### src/rtl/byte_capture_fifo.sv
// Show-ahead capture FIFO for a registered byte stream, with occupancy count and a sticky
// overflow flag for bytes dropped while full.
module byte_capture_fifo #(
   parameter int unsigned WIDTH = 8,
   parameter int unsigned DEPTH = 4
) (
   input  logic                       clk,
   input  logic                       areset_n,
   input  logic                       in_valid,
   input  logic [WIDTH-1:0]           in_data,
   output logic                       in_ready,
   output logic                       out_valid,
   output logic [WIDTH-1:0]           out_data,
   input  logic                       out_ready,
   output logic [$clog2(DEPTH):0]     count,
   output logic                       overflow,
   input  logic                       clr_ovf
);

   localparam int unsigned AW = $clog2(DEPTH);
   localparam logic [AW-1:0] PtrOne  = AW'(1);
   localparam logic [AW:0]   CntOne  = (AW + 1)'(1);
   localparam logic [AW:0]   CntFull = (AW + 1)'(DEPTH);

   logic [WIDTH-1:0] mem_q [DEPTH];
   logic [AW-1:0]    wr_ptr_q, wr_ptr_d;
   logic [AW-1:0]    rd_ptr_q, rd_ptr_d;
   logic [AW:0]      count_q, count_d;
   logic             overflow_q, overflow_d;

   logic full, empty, push, pop;

   always_comb begin
      full  = (count_q == CntFull);
      empty = (count_q == '0);
      // in_ready deliberately ignores out_ready: a pop on the same edge does not free a slot.
      push  = in_valid & ~full;
      pop   = out_ready & ~empty;
   end

   always_comb begin
      wr_ptr_d   = wr_ptr_q;
      rd_ptr_d   = rd_ptr_q;
      count_d    = count_q;
      overflow_d = overflow_q;

      if (push) wr_ptr_d = wr_ptr_q + PtrOne;
      if (pop)  rd_ptr_d = rd_ptr_q + PtrOne;

      unique case ({push, pop})
         2'b10:   count_d = count_q + CntOne;
         2'b01:   count_d = count_q - CntOne;
         default: count_d = count_q;
      endcase

      // A drop on this edge wins over a clear request.
      if (in_valid && full) begin
         overflow_d = 1'b1;
      end else if (clr_ovf) begin
         overflow_d = 1'b0;
      end
   end

   always_ff @(posedge clk or negedge areset_n) begin
      if (!areset_n) begin
         wr_ptr_q   <= '0;
         rd_ptr_q   <= '0;
         count_q    <= '0;
         overflow_q <= 1'b0;
      end else begin
         wr_ptr_q   <= wr_ptr_d;
         rd_ptr_q   <= rd_ptr_d;
         count_q    <= count_d;
         overflow_q <= overflow_d;
      end
   end

   always_ff @(posedge clk or negedge areset_n) begin
      if (!areset_n) begin
         for (int i = 0; i < DEPTH; i++) begin
            mem_q[i] <= '0;
         end
      end else if (push) begin
         mem_q[wr_ptr_q] <= in_data;
      end
   end

   always_comb begin
      in_ready  = ~full;
      out_valid = ~empty;
      out_data  = empty ? '0 : mem_q[rd_ptr_q];
      count     = count_q;
      overflow  = overflow_q;
   end

endmodule

### config.mk
export PLATFORM = sky130hd
export DESIGN_NAME = byte_capture_fifo
export DESIGN_NICKNAME = d
export VERILOG_FILES = /design/src/rtl/byte_capture_fifo.sv
export SDC_FILE = /design/constraint.sdc
export NUM_CORES = 1
export LEC_CHECK = 0
export BUFFER_PORTS_ARGS = -buffer_cell sky130_fd_sc_hd__buf_2
export CAP_MARGIN = 20
export CORE_MARGIN = 4
export CORE_UTILIZATION = 50
export CTS_BUF_LIST = sky130_fd_sc_hd__clkbuf_16
export DETAILED_ROUTE_END_ITERATION = 10
export GPL_ROUTABILITY_DRIVEN = 0
export PLACE_DENSITY = 0.69
export SYNTH_ARGS = -nofsm -noshare
export SYNTH_HDL_FRONTEND = slang
export SYNTH_SLANG_ARGS = --single-unit
### constraint.sdc
create_clock -name clk -period 2.6 [get_ports clk]
set_input_delay 0.39 -clock clk [delete_from_list [all_inputs] [get_ports clk]]
set_output_delay 0.39 -clock clk [all_outputs]
set_load 0.03 [all_outputs]
==> results of run 1 <==
-- worst max path at each step --
stage / from / endpoint / slack (ns) / depth (start not counted)
floorplan: count[2] / count[2] / 0.35 / 8
global placement: count[0] / count[2] / 0.48 / 8
detailed placement: count[1] / count[2] / 0.36 / 8
CTS: rd_ptr_q[0] / out_data[3] / 0.30 / 3
global route: rd_ptr_q[0] / out_data[3] / 0.21 / 3
finish: rd_ptr_q[0] / out_data[3] / 0.34 / 3
-- metal layers --
layer	global-route usage, %	vias to the layer above
met4	7.59	0
li1	-	510
met3	3.62	7
met5	0	-
met1	21.3	560
met2	27.3	25
-- Yosys cell counts --
cell type	count	share of area, %
clkbuf_1	2	0.40
ha_1	5	3.3
nor2_1	1	0.20
or2b_2	1	0.47
buf_2	1	0.27
nand3_1	1	0.27
nor2_2	4	1.3
mux2_2	33	20
or3_2	1	0.40
mux2i_1	1	0.53
xor2_1	3	1.4
inv_1	7	1.4
mux4_2	8	9.6
o21ai_0	1	0.27
nor3b_2	1	0.67
fa_1	1	1.1
xnor2_1	3	1.4
and2_1	9	3.0
nand2_1	5	1.0
dfrtp_1	40	53
-- area by class of cell --
type	instances	area, sq um
fillers	299	1420
flip-flops and latches	40	1000
multi-input cells	78	840
repair buffers	28	145
clock buffers	5	125
well taps	48	60.1
inverters	7	26.3
clock inverters	3	13.8
-- metrics by stage --
step / hold slack (ns) / cell area (sq um) / setup WS, ns / total power [mW]
after floorplan: 0.0944 / 1880 / 0.352 / 2.36
after global placement: 0.478 / 2070 / 0.476 / 2.71
after detailed placement: 0.491 / 2070 / 0.358 / 2.78
after CTS: 0.258 / 2210 / 0.304 / 3.37
after global routing: 0.311 / 2210 / 0.212 / 3.56
final: 0.229 / 2210 / 0.338 / 3.32
-- flip-flops by register name, summed over array words and instances (netlist names) --
name,flops
rd_ptr_q,2
count,3
wr_ptr_q,2
mem_q,32
overflow,1
-- critical path: cells and delay by family (launching register included) --
kind	cells	cell delay [ns]
mux	1	0.57
buf+inv	1	0.17
flops	1	0.68
simple gates	1	0.17
-- power groups by stage --
stage,registers [mW],logic [mW],clock network (mW)
2_1_floorplan,1.14,1.22,0
3_3_place_gp,1.18,1.53,0
4_1_cts,1.20,1.58,0.594
6_report,1.19,1.55,0.575
3_5_place_dp,1.21,1.57,0
5_1_grt,1.25,1.68,0.628
-- kinds of logic after synthesis --
logic type / count (synthesis)
muxes: 42
AOI/OAI and AO/OA: 1
adders and majority gates: 6
and+or+nand+nor: 23
xor gates and xnor gates: 6
buffers and inverters: 10
DFF: 40
==> results.md, run 1 <==
- Synth cell types: 20
- Clock slew seen by the registers of the worst setup and hold paths: 0.06 ns
- Finished Core Util: 60.8%
- CTS HTree Levels: 2
- WP data arrival: 1.87 ns
- HPWL Detailed: 2420 microns
- Crit path launch type: flop
- Placed Cells: 201
- RSZ-0062 raised after global routing: no
- CP Class: reg2out
- Drt wl/cell: 16.6 microns
- Tot GR Track Use: 16.7%
- Net Count, Synth: 147
- DRT Wirelength: 3470 microns
- Tmin final: 2.26 ns
- Met3 wire len: 153 microns
- Most common cell after layout, fill and taps aside: dfrtp_1
- DR DRC count: 0
- Initial Util: 51.7%
- Mux contribution to synthesized area: 29.9%
- Reg2reg setup slack: 0.37 ns
- Gate power share: 46.7%
- Top sig layer: met4
- # rows: 22
- Period utilization: 87.0%
- Die Span Y: 69.3 microns
- Status: complete, no violations
- Main combinational cell family by area after synthesis: multiplexers
- Vias in the first global route: 1,279
- Synthesis-to-layout area growth: 17.6%
- Fraction of layout cells with a size suffix above 1: 51.6%
- Crit path max fanout: 9
- Worst Setup End Kind: output port
- Via count: 1,102
- Setup violators final: 0
- Number of CTS-inserted buffers: 5
- Critical-path cell list: mux4_2 > and2_1 > buf_2
- CP max stage delay: 0.68 ns
- Avg Vias per Cell: 5.27
- CP Data Required Time: 2.21 ns
- Antenna Violating Nets Remaining: 0
- GRT overflow: 0
- # Post-CTS Setup Buffers: 0
- Clk root buf: clkbuf_16
- Met2 WL: 1750 microns
- Cells after Synth: 128
- Wire length of the first global-routing pass: 6210 microns
- Leak pwr: 0.989 nW
- Most frequent cells in the layout: dfrtp_1 (40), mux2_2 (33), buf_2 (26)
- Post-Route Skew: 0.00211 ns
- RR Startpoint: count[1]
- TNS Setup: 0 ns
- Die width: 69.3 microns
- I/O Buffers: 26
- Clock latency on the worst-skew pair: 0.28 ns
- Synth Area in XOR/XNOR: 2.80%
- Slowest cell on crit path: dfrtp_1
- I/O pin total: 27
- CTS resizes: 0
- DRT iter0 DRCs: 26
- Switching pwr: 1.25 mW
- Worst Reg2Reg Path Length in Cells: 8
- CTS tree: yes
- Peak supply drop: 885 uV
- Antenna violations before repair: 0
- Syn Area/Cell: 14.7 sq um
- Fin. Hold Viols: 0
- NumNets Final: 179
- Fmax: 442 MHz
- Slew margin rel.: 41.7%
- Drt pass-1 iters: 4
- Post-synthesis simple-gate area fraction: 7.32%
- CTS Hold Bufs: 0
- Complex-gate fraction of the synthesized area: 0.266%
- Reg power frac: 36.0%
- Hold Path Class: in2async
- Cell area after synthesis: 0.00188 sq mm
- Met1 WL: 1500 microns
- Slew Limit Fails: 0
- Non-filler cells, final: 209
- ANT cells: 0
- Clock power frac: 17.3%
- Sink Count: 40
- Largest net degree at the start of global routing: 41
- Seq/Total Area, Yosys: 53.3%
- Critical R2R Capture: count[2]
- Switching share of power: 37.7%
- Internal power: 2.07 mW
- Full die area: 0.00480 sq mm
- Slew @ Worst Pin: 0.875 ns
- Core area: 0.00363 sq mm
- Synth Warn #: 0
- Maxcap violations: 0
- Pwr Density: 1500 mW/mm^2
- Post-synthesis register bit count: 40
- Adder-Cell Fraction of Synth Area: 4.39%
- Max Root-Sink Buffers: 2
Note: power is estimated with default switching activity, not from simulation.
==> run 2, diff against run 1 <==
--- a/config.mk
+++ b/config.mk
@@ -7,6 +7,7 @@
 export LEC_CHECK = 0
 export BUFFER_PORTS_ARGS = -buffer_cell sky130_fd_sc_hd__buf_2
 export CAP_MARGIN = 20
+export CORE_ASPECT_RATIO = 1.25
 export CORE_MARGIN = 4
 export CORE_UTILIZATION = 50
 export CTS_BUF_LIST = sky130_fd_sc_hd__clkbuf_16
==> run 2 against run 1 <==
Final cell count is 4.8% lower. Global-route usage rose by 0.13 points. First-iteration DRC count is 3.8% higher. Total power shrank 0.41%. Design area is 0.79% lower. Highest routed layer unchanged.
==> results.md, run 2 (synthesized netlist as in run 1, its figures left out) <==
- Crit path max fanout: 9 (unchanged)
- GR peak layer: met2
- Core area: 0.00354 sq mm (-2.5%)
- Post-Route Skew: 0.00346 ns (+0.00135 ns)
- # fillers: 282 (-5.7%)
- I/O pin total: 27 (unchanged)
- Sink Count: 40 (unchanged)
- Tmin final: 2.30 ns (+0.0359 ns)
- Fmax: 435 MHz (-1.6%)
- Hold Path Class: in2async
- ANT cells: 0 (unchanged)
- Drt pass-1 iters: 4 (unchanged)
- Slew @ Worst Pin: 0.870 ns (-0.00430 ns)
- Full die area: 0.00481 sq mm (+0.14%)
- GRT overflow: 0 (unchanged)
- Most frequent cells in the layout: dfrtp_1 (40), mux2_2 (33), buf_2 (26)
- Global routing usage on met1: 20.0% (-1.3 points)
- Pwr Density: 1510 mW/mm^2 (+0.38%)
- CTS Hold Bufs: 0 (unchanged)
- Vias in the first global route: 1,204 (-5.9%)
- Most common cell after layout, fill and taps aside: dfrtp_1
- Number of CTS-inserted buffers: 5 (unchanged)
- Critical-path cell list: mux4_2 > and2_1 > buf_2
- Max Root-Sink Buffers: 2 (unchanged)
- Clock slew seen by the registers of the worst setup and hold paths: 0.05 ns (about the same)
- Clock latency on the worst-skew pair: 0.28 ns (about the same)
- Max reg flops: 32 (unchanged)
- CTS tree: yes
- CTS HTree Levels: 2 (unchanged)
- Drt wl/cell: 17.4 microns (+4.7%)
- Avg Vias per Cell: 5.43 (+3.0%)
- Period utilization: 88.4% (+1.4 points)
- DR DRC count: 0 (unchanged)
- DRT Wirelength: 3460 microns (-0.29%)
- DRT iter0 DRCs: 27 (+3.8%)
- Largest register by flop count: mem_q
- Antenna Violating Nets Remaining: 0 (unchanged)
- Fraction of layout cells with a size suffix above 1: 50.6% (-0.93 points)
- Clk root buf: clkbuf_16
- Antenna violations before repair: 0 (unchanged)
- Tot GR Track Use: 16.8% (+0.13 points)
- HPWL Detailed: 2410 microns (-0.40%)
- Crit-path leading delay family: flip-flops
- Slew margin rel.: 42.0% (+0.29 points)
- Met2 Usage GRT: 29.0% (+1.7 points)
- # rows: 24 (+9.1%)
- Slowest cell on crit path: dfrtp_1
- Worst Setup End Kind: output port
- Wire length of the first global-routing pass: 6110 microns (-1.7%)
- Grt met3 use: 4.28% (+0.65 points)
- Bufs and invs on worst path: 1 (unchanged)
- Synthesis-to-layout area growth: 16.7%
- Setup violators final: 0 (unchanged)
- RSZ-0062 raised after global routing: no
- TNS Setup: 0 ns (unchanged)
- Initial Util: 53.0% (+1.3 points)
- NumNets Final: 179 (unchanged)
- Fin. Hold Viols: 0 (unchanged)
- WP data arrival: 1.91 ns (+0.04 ns)
- Leak pwr: 0.983 nW (-0.63%)
- CP Data Required Time: 2.21 ns (about the same)
- Crit path launch type: flop
- CP max stage delay: 0.71 ns (+0.03 ns)
- I/O Buffers: 26 (unchanged)
- Maxcap violations: 0 (unchanged)
- Via count: 1,081 (-1.9%)
- Largest net degree at the start of global routing: 41 (unchanged)
- Peak supply drop: 711 uV (-20%)
- CP Class: reg2out
- Status: complete, no violations
- CTS resizes: 0 (unchanged)
- Die Span Y: 76.5 microns (+10%)
- Dpl ws: 0.389 ns (+0.0304 ns)
- Final WS setup: 0.302 ns (-0.0359 ns)
- Die width: 62.8 microns (-9.3%)
- Slew Limit Fails: 0 (unchanged)
- # Post-CTS Setup Buffers: 0 (unchanged)
run 2: cell types whose count changed in the layout (fill, tap and decap cells not counted):
cell      before  now
clkinv_1       1    2
clkinv_2       2    0
run 2: final timing paths:
path	from	to	slack, ns	cells past startpoint
worst max register to register	count[0]	count[2]	0.41	8
worst min register to register	mem_q[9]	mem_q[9]	0.50	1
max in group asynchronous	areset_n	mem_q[12]	1.83	1
worst max-delay path	rd_ptr_q[0]	out_data[3]	0.30	3
min in group clk	clr_ovf	overflow	0.30	2
worst min-delay path	areset_n	mem_q[30]	0.23	1
run 2: through the flow:
stage | hold WS (ns) | instances | power (mW) | utilization, % | instance area, sq um
after CTS | 0.269 | 199 | 3.36 | 61.9 | 2190
after global placement | 0.477 | 192 | 2.71 | 58.2 | 2060
after global routing | 0.308 | 199 | 3.54 | 61.9 | 2190
after floorplan | 0.0944 | 128 | 2.36 | - | 1880
final | 0.230 | 199 | 3.30 | 61.9 | 2190
after detailed placement | 0.491 | 192 | 2.79 | 58.2 | 2060
run 2: metal layers:
metal | up-vias | wire, microns
li1 | 506 | -
met1 | 543 | 1450
met2 | 27 | 1810
met3 | 5 | 139
met4 | 0 | 57
met5 | - | 0
run 2: power breakdown:
group | internal (mW) | switching (mW)
combinational | 0.774 | 0.781
clock | 0.343 | 0.218
sequential | 0.946 | 0.242
total | 2.06 | 1.24
run 2: cell type report:
type | count | area, sq um | share of cell area, %
sequential | 40 | 1000 | 45.6
tap | 39 | 48.8 | 2.22
timing repair buffer | 28 | 145 | 6.62
clock buffer | 5 | 125 | 5.70
clock inverter | 2 | 7.51 | 0.342
inverter | 7 | 26.3 | 1.20
multi-input combinational | 78 | 840 | 38.3
